[config.mk]
export PLATFORM = sky130hd
export DESIGN_NAME = ahb_bus_arbiter
export DESIGN_NICKNAME = d
export VERILOG_FILES = /design/src/rtl/ahb_bus_arbiter.sv
export SDC_FILE = /design/constraint.sdc
export NUM_CORES = 1
export LEC_CHECK = 0
export ABC_AREA = 1
export CORE_MARGIN = 2
export CORE_UTILIZATION = 35
export CTS_BUF_LIST = sky130_fd_sc_hd__clkbuf_4
export CTS_CLUSTER_DIAMETER = 120
export CTS_CLUSTER_SIZE = 28
export DETAILED_ROUTE_END_ITERATION = 8
export PLACE_DENSITY_LB_ADDON = 0.08
export SLEW_MARGIN = 20
export SYNTH_ARGS = -nofsm -noshare
export SYNTH_HDL_FRONTEND = slang
export SYNTH_SLANG_ARGS = --single-unit
[constraint.sdc]
create_clock -name HCLK -period 1.6 [get_ports HCLK]
set_clock_uncertainty 0.15 [all_clocks]
set_input_delay 0.4 -clock HCLK [delete_from_list [all_inputs] [get_ports HCLK]]
set_output_delay 0.4 -clock HCLK [all_outputs]
set_load 0.01 [all_outputs]
[src/rtl/ahb_bus_arbiter.sv]
// Round-robin AHB arbiter: one-hot HGRANT, registered HMASTER/HMASTLOCK.
// Fixed-length bursts and HLOCK hold the grant until the final beat is accepted.
module ahb_bus_arbiter #(
  parameter int NUM_MASTERS     = 4,
  parameter int MASTER_ID_WIDTH = 2,
  parameter int DEFAULT_MASTER  = 0
) (
  input  logic                       HCLK,
  input  logic                       HRESETn,
  input  logic [NUM_MASTERS-1:0]     HBUSREQ,
  input  logic [NUM_MASTERS-1:0]     HLOCK,
  input  logic [1:0]                 HTRANS,
  input  logic [2:0]                 HBURST,
  input  logic                       HREADY,
  output logic [NUM_MASTERS-1:0]     HGRANT,
  output logic [MASTER_ID_WIDTH-1:0] HMASTER,
  output logic                       HMASTLOCK
);

  localparam int IDX_W = $clog2(NUM_MASTERS);
  localparam logic [IDX_W-1:0]       DEF_IDX   = IDX_W'(DEFAULT_MASTER);
  localparam logic [NUM_MASTERS-1:0] DEF_GRANT = NUM_MASTERS'(1) << DEFAULT_MASTER;

  typedef enum logic [1:0] {
    TR_IDLE   = 2'b00,
    TR_BUSY   = 2'b01,
    TR_NONSEQ = 2'b10,
    TR_SEQ    = 2'b11
  } htrans_e;

  logic [3:0]             r_cnt;
  logic [3:0]             w_cnt_nxt;
  logic [IDX_W-1:0]       r_last;
  logic [IDX_W-1:0]       w_gidx;
  logic [IDX_W-1:0]       w_winner;
  logic [IDX_W-1:0]       w_cand;
  logic                   w_locked;
  logic                   w_arb_en;
  logic [NUM_MASTERS-1:0] r_hgrant;
  logic [MASTER_ID_WIDTH-1:0] r_hmaster;
  logic                   r_hmastlock;

  // Index reached by stepping off positions forward from base, wrapping at NUM_MASTERS.
  function automatic logic [IDX_W-1:0] rr_idx(input logic [IDX_W-1:0] base, input int off);
    int sum;
    sum = int'(base) + off;
    if (sum >= NUM_MASTERS) sum = sum - NUM_MASTERS;
    return IDX_W'(sum);
  endfunction

  // Remaining beats after the beat accepted at this edge.
  always_comb begin
    // NOTE: assign the default first so every path drives w_cnt_nxt; otherwise a latch is inferred.
    w_cnt_nxt = r_cnt;
    if (HREADY) begin
      unique case (htrans_e'(HTRANS))
        TR_NONSEQ: begin
          case (HBURST)
            3'b010, 3'b011: w_cnt_nxt = 4'd3;
            3'b100, 3'b101: w_cnt_nxt = 4'd7;
            3'b110, 3'b111: w_cnt_nxt = 4'd15;
            default:        w_cnt_nxt = 4'd0;
          endcase
        end
        TR_SEQ:  w_cnt_nxt = (r_cnt != 4'd0) ? r_cnt - 4'd1 : 4'd0;
        TR_IDLE: w_cnt_nxt = 4'd0;
        TR_BUSY: w_cnt_nxt = r_cnt;
      endcase
    end
  end

  always_comb begin
    w_gidx = '0;
    for (int i = 0; i < NUM_MASTERS; i++) begin
      if (r_hgrant[i]) w_gidx = IDX_W'(i);
    end
  end

  // Scan from farthest to nearest so the nearest requester after r_last wins.
  always_comb begin
    w_winner = DEF_IDX;
    w_cand   = '0;
    for (int k = NUM_MASTERS; k >= 1; k--) begin
      w_cand = rr_idx(r_last, k);
      if (HBUSREQ[w_cand]) w_winner = w_cand;
    end
  end

  assign w_locked = HLOCK[w_gidx] & HBUSREQ[w_gidx];
  assign w_arb_en = HREADY && (w_cnt_nxt == 4'd0) && !w_locked;

  always_ff @(posedge HCLK or negedge HRESETn) begin
    if (!HRESETn) begin
      r_cnt       <= '0;
      r_last      <= DEF_IDX;
      r_hgrant    <= DEF_GRANT;
      r_hmaster   <= MASTER_ID_WIDTH'(DEFAULT_MASTER);
      r_hmastlock <= 1'b0;
    end else begin
      // NOTE: non-blocking so ownership below samples the grant from before this edge.
      r_cnt <= w_cnt_nxt;
      if (w_arb_en) begin
        r_hgrant <= NUM_MASTERS'(1) << w_winner;
        if (|HBUSREQ) r_last <= w_winner;
      end
      if (HREADY) begin
        r_hmaster   <= MASTER_ID_WIDTH'(w_gidx);
        r_hmastlock <= HLOCK[w_gidx];
      end
    end
  end

  assign HGRANT    = r_hgrant;
  assign HMASTER   = r_hmaster;
  assign HMASTLOCK = r_hmastlock;

endmodule

Yosys cells after proc, flatten, opt, wreduce, memory -nomap -nowiden
Index checks and enable logic that the tools add are counted.
{"block": "word_totals", "out_inout_bits": 7, "ff_bits": 13, "elab_cells": 72, "inputBits": 16}
{"block": "op_classes", "magnitude_cmp": 9, "n_eq_ne": 9, "reduce_logical": 11, "mux": 27, "add_sub_neg": 9, "n_shift": 1, "n_bitwise": 1}
{"cell": "$mux W2", "count": 10}
{"cell": "$pmux W4 S4", "count": 1}
{"cell": "$lt A2 B3 Y1 const B", "count": 5}
{"cell": "$bmux W1 S2", "count": 6}
{"cell": "$eq A3 B3 Y1 const B", "count": 4}
{"cell": "$pmux W4 S3", "count": 1}
{"cell": "$ge A3 B3 Y1 const B", "count": 3}
{"cell": "$mux W4", "count": 2}
{"cell": "$sub A2 B1 Y2 const B", "count": 4}
{"cell": "$mux W1", "count": 7}
{"cell": "$add A2 B2 Y3 const B", "count": 2}
{"cell": "$eq A3 B2 Y1 const B", "count": 2}
{"cell": "$reduce_or A2 Y1", "count": 3}
{"cell": "$add A2 B3 Y4 const B", "count": 1}
{"cell": "$eq A2 B2 Y1 const B", "count": 2}
{"cell": "$ge A4 B3 Y1 const B", "count": 1}
{"cell": "$logic_not A4 Y1", "count": 1}
{"cell": "$reduce_bool A4 Y1", "count": 1}
{"cell": "$reduce_or A4 Y1", "count": 1}
{"cell": "$shl A1 B2 Y4 const A", "count": 1}
{"cell": "$sub A4 B1 Y4 const B", "count": 1}
{"cell": "$add A2 B1 Y3 const B", "count": 1}
{"cell": "$eq A2 B1 Y1 const B", "count": 1}
{"cell": "$logic_and A1 B1 Y1", "count": 2}
{"cell": "4 further kinds", "count": 4}

Longest topological paths before layout
{"block": "logic_depth", "word_depth": 10, "mapped_depth": 14, "ltp_nobuf": 13}

Worst setup path after synthesis
No wires, ideal clock.
{"block": "synth_path", "kind": "reg-to-reg", "from": "register r_cnt[0]", "to": "register r_last[1]", "setup_slack_ps": 43, "period_less_slack_ps": 1557, "stages_incl_launch_ff": 11, "n_path_buf": 0, "arrival_ps": 1290, "setup_ps": 117, "required_time_ps": 1333, "cell_sequence": "dfrtp_1 > inv_1 > ha_1 > xnor2_1 > nor2_2 > nor2_4 > nand2_2 > nor2_4 > nand3_1 > nand2_1 > nand2_1"}
{"block": "synth_between", "elab_chain_cells": 8, "word_cells_on_any_way": 9, "cone_classes": "add/sub: 1; mux: 3; reduce/logical: 5"}
{"item": "start: declaration", "line_no": "31", "text": "logic [3:0] r_cnt;"}
{"item": "start signal: assignment", "line_no": "101", "text": "r_cnt <= w_cnt_nxt;"}
{"item": "$sub A4 B1 Y4 / $reduce_bool A4 Y1 (equally long branches)", "line_no": "65", "text": "TR_SEQ: w_cnt_nxt = (r_cnt != 4'd0) ? r_cnt - 4'd1 : 4'd0;"}
{"item": "$mux W4", "line_no": "65"}
{"item": "$pmux W4 S4", "line_no": "56", "text": "unique case (htrans_e'(HTRANS))"}
{"item": "$mux W4 *", "line_no": "55", "text": "if (HREADY) begin"}
{"item": "$logic_not A4 Y1 *", "line_no": "90", "text": "assign w_arb_en = HREADY && (w_cnt_nxt == 4'd0) && !w_locked;"}
{"item": "$logic_and A1 B1 Y1 * (2 in a row)", "line_no": "90"}
{"item": "$reduce_and A2 Y1 (no source line) *"}
{"item": "end signal: assignment", "line_no": "104", "text": "if (|HBUSREQ) r_last <= w_winner;"}
{"item": "end: declaration", "line_no": "33", "text": "logic [IDX_W-1:0] r_last;"}
Every way passes the cells marked *; elsewhere a longest branch is shown, timed or not.
A chain may end at the register's enable or synchronous reset.

Worst setup path after layout
{"block": "layout_path", "from": "register r_cnt[0]", "to": "register r_hgrant[3], in the netlist HGRANT[3]"}
{"block": "layout_between", "elab_chain_cells": 7, "word_cells_on_any_way": 8, "cone_classes": "add/sub: 1; mux: 3; reduce/logical: 4"}
{"item": "$sub A4 B1 Y4 / $reduce_bool A4 Y1 (equally long branches)", "line_no": "65"}
{"item": "$mux W4", "line_no": "65"}
{"item": "$pmux W4 S4", "line_no": "56"}
{"item": "$mux W4 *", "line_no": "55"}
{"item": "$logic_not A4 Y1 *", "line_no": "90"}
{"item": "$logic_and A1 B1 Y1 * (2 in a row)", "line_no": "90"}
{"item": "end signal: assignment", "line_no": "103", "text": "r_hgrant <= NUM_MASTERS'(1) << w_winner;"}
{"item": "end: declaration", "line_no": "39", "text": "logic [NUM_MASTERS-1:0] r_hgrant;"}
Marks and branches as above.

==> impl_metrics.ini <==
[run_status]
status = finished, violations left
violations = setup timing

[route]
top_layer_used = met4
remaining_drc_errors = 0
wl_met2_mm = 1.45
wl_mm = 2.69
drtIter0Drc = 67
wl_met3_um = 74
ant_nets = 0
avgRoutedWirePerCell_um = 10.2
vias = 1173
routed_via_density = 4.43
drt_pass1_iterations = 4
wl_met1_mm = 1.16

[worst_setup_path]
end_kind = flip-flop
cp-start-kind = flip-flop
reg2reg_depth = 10
path_class = reg -> reg
reg2reg_setup_slack_ns = -0.07
r2r_end = HGRANT[3]
r2r-start = r_cnt[0]
crit_fanout = 5
worstPathRequired_ns = 1.67
arrival_ns = 1.74

[sta]
max_clock_freq_ghz = 0.599
setup_ws_ns = -0.0681
rsz0062_at_grt = true
hold_viol_final = 0
worstMarginPinSlew_ns = 0.218
maxSlewHeadroom = 0.855
slew_violations = 0
period_needed_ns = 1.67
fin_crit_sh = 1.04
fin_setup_tns_ns = -0.323
finalSetupViolCount = 6

[logic_synthesis]
postSynthCellCount = 175
async_flop_share = 1.00
synth_top_flop_cell = dfrtp_1
synth_top_cell_by_area = dfrtp_1
synth.most_common_cell = nand2_1
synthDistinctLibCells = 23
syn_area_um2 = 1100
syn-mean-instance-area_um2 = 6.28
synth_seq_cells = 13
yosysTopAreaCellShare = 0.273
synthTopCellsByCount = 61 x nand2_1, 19 x nor2_1, 18 x inv_1, 15 x nand2_2, 15 x nand3_1
synth_nets = 193
synth.area.top_cells = dfrtp_1 27%, nand2_1 21%, nand2_2 8.5%
ys_seq_area_frac = 0.297
ys_warn_count = 0
synth-edff-count = 0

[pwr]
total_power_uw = 2420
max-vdd-ir-drop_mv = 0.934
power_leakage_uw = 0.000900
powerDensity_nw_per_um2 = 1430

[global_routing]
grt_max_degree = 14
grt_pass1_wl_mm = 4.55
grtUsageTotal = 0.167
grt_pass1_vias = 1083
grt_overflow = 0
antenna_found_initial = 0

[die]
dieArea_um2 = 3600
initial_core_util = 0.363
ios = 23
die_h_um = 60.0
chipWidth_um = 60.0
core_area_um2 = 3030
row_count = 20

[cts]
clk_pin_slew_ns = 0.08
cts_sinks = 13
h-tree-depth = 1
numCtsBuffers = 3
root_buffer = clkbuf_4
insertion_delay_ns = 0.27
clock_path_buffers = 2
cts_tree = done

[cells_and_area]
syn2layout_area_growth_pct = 54.7
diodes = 0
fin_util = 0.561
nets = 240
layout-drive-gt1-share = 0.443

[placed_design]
gp_routability_congestion = 0.840
dpl.hpwl_mm = 2.06
port_buffers = 21

[run]
maxCapViolCount = 0

[min_path]
min_path_type = in -> async
-- placed cells by master, fill, tap and decap left out, drive strengths merged --
cell type      instances
inv                   26
dlymetal6s2s           2
dfstp                  1
clkbuf                 4
xnor2                  1
nand3                 15
a31oi                  2
dfrtp                 12
buf                   24
nand2                 76
clkdlybuf4s50          9
a21oi                  4
nand4                  1
dlygate4sd2            9
o21ai                  7
a21boi                 1
ha                     2
nand3b                 1
nor2                  24
-- registers in the layout, indices dropped and copies added (netlist names) --
signal     flops
HGRANT         4
r_cnt          4
HMASTER        2
r_last         2
HMASTLOCK      1
-- per-stage QoR --
| step | setup slack, ns | area [µm²] | hold WS (ns) | instances |
|---|---|---|---|---|
| floorplan | 0.0432 | 1100 | -0.0456 | 175 |
| detailed placement | -0.432 | 1450 | 0.325 | 252 |
| CTS | -0.116 | 1600 | 0.281 | 259 |
| finish | -0.0681 | 1700 | 0.283 | 265 |
| global route | -0.167 | 1700 | 0.302 | 265 |
| global placement | -0.416 | 1450 | 0.311 | 252 |
-- cells by family (layout without fill, tap and decap cells) --
| group | count (synthesis) | count (layout) | share of synthesized area |
|---|---|---|---|
| buffers and inverters | 28 | 74 | 0.112 |
| flip-flops | 13 | 13 | 0.297 |
| AND/OR/NAND/NOR | 117 | 117 | 0.482 |
| AO/OA/AOI/OAI | 14 | 14 | 0.0786 |
| XOR/XNOR | 1 | 1 | 0.00797 |
| adder cells (fa/ha/maj) | 2 | 2 | 0.0228 |
-- area by class of cell --
type / instances / area (µm²)
Clock buffer: 4 / 30.0
Timing Repair Buffer: 44 / 372
Sequential cell: 13 / 329
Multi-Input combinational cell: 134 / 813
Tap cell: 44 / 55.1
Inverter: 26 / 100
Fill cell: 300 / 1330
-- how the worst max path moves through the flow --
stage | from | endpoint | cells past startpoint
6_report | r_cnt[0] | HGRANT[3] | 10
2_1_floorplan | r_cnt[0] | r_last[1] | 10
5_1_grt | r_cnt[0] | HGRANT[1] | 10
4_1_cts | r_cnt[1] | HGRANT[1] | 10
3_3_place_gp | HTRANS[0] | HGRANT[3] | 9
3_5_place_dp | HTRANS[0] | HGRANT[1] | 10
-- worst max-delay path, stage by stage, from the launching register on --
cell     delay (ns)
dfrtp_1        0.39
inv_2          0.12
ha_4           0.16
nand2_4        0.06
nand2_2        0.08
nand2_2        0.08
a21oi_2        0.15
nand3_2        0.10
nor2_4         0.17
nand3_2        0.10
nand2_1        0.06
-- where the power goes --
group	total [µW]	switching [µW]	internal (µW)
Combinational	1620	911	710
Sequential	582	128	454
Clock	221	107	114
Total	2420	1150	1280
-- layer usage --
| metal | global-route usage | vias to the layer above |
|---|---|---|
| met2 | 0.297 | 11 |
| met1 | 0.208 | 531 |
| met4 | 0.0286 | 0 |
| met5 | 0 | - |
| met3 | 0.0390 | 2 |
| li1 | - | 629 |
-- timing repair --
action,CTS,global route
hold buffers,0,0
setup endpoints to repair,13,7
setup buffers,3,6
pin swaps,21,15
gates resized for setup,43,18
No activity file was read; power rests on OpenSTA's default activity.
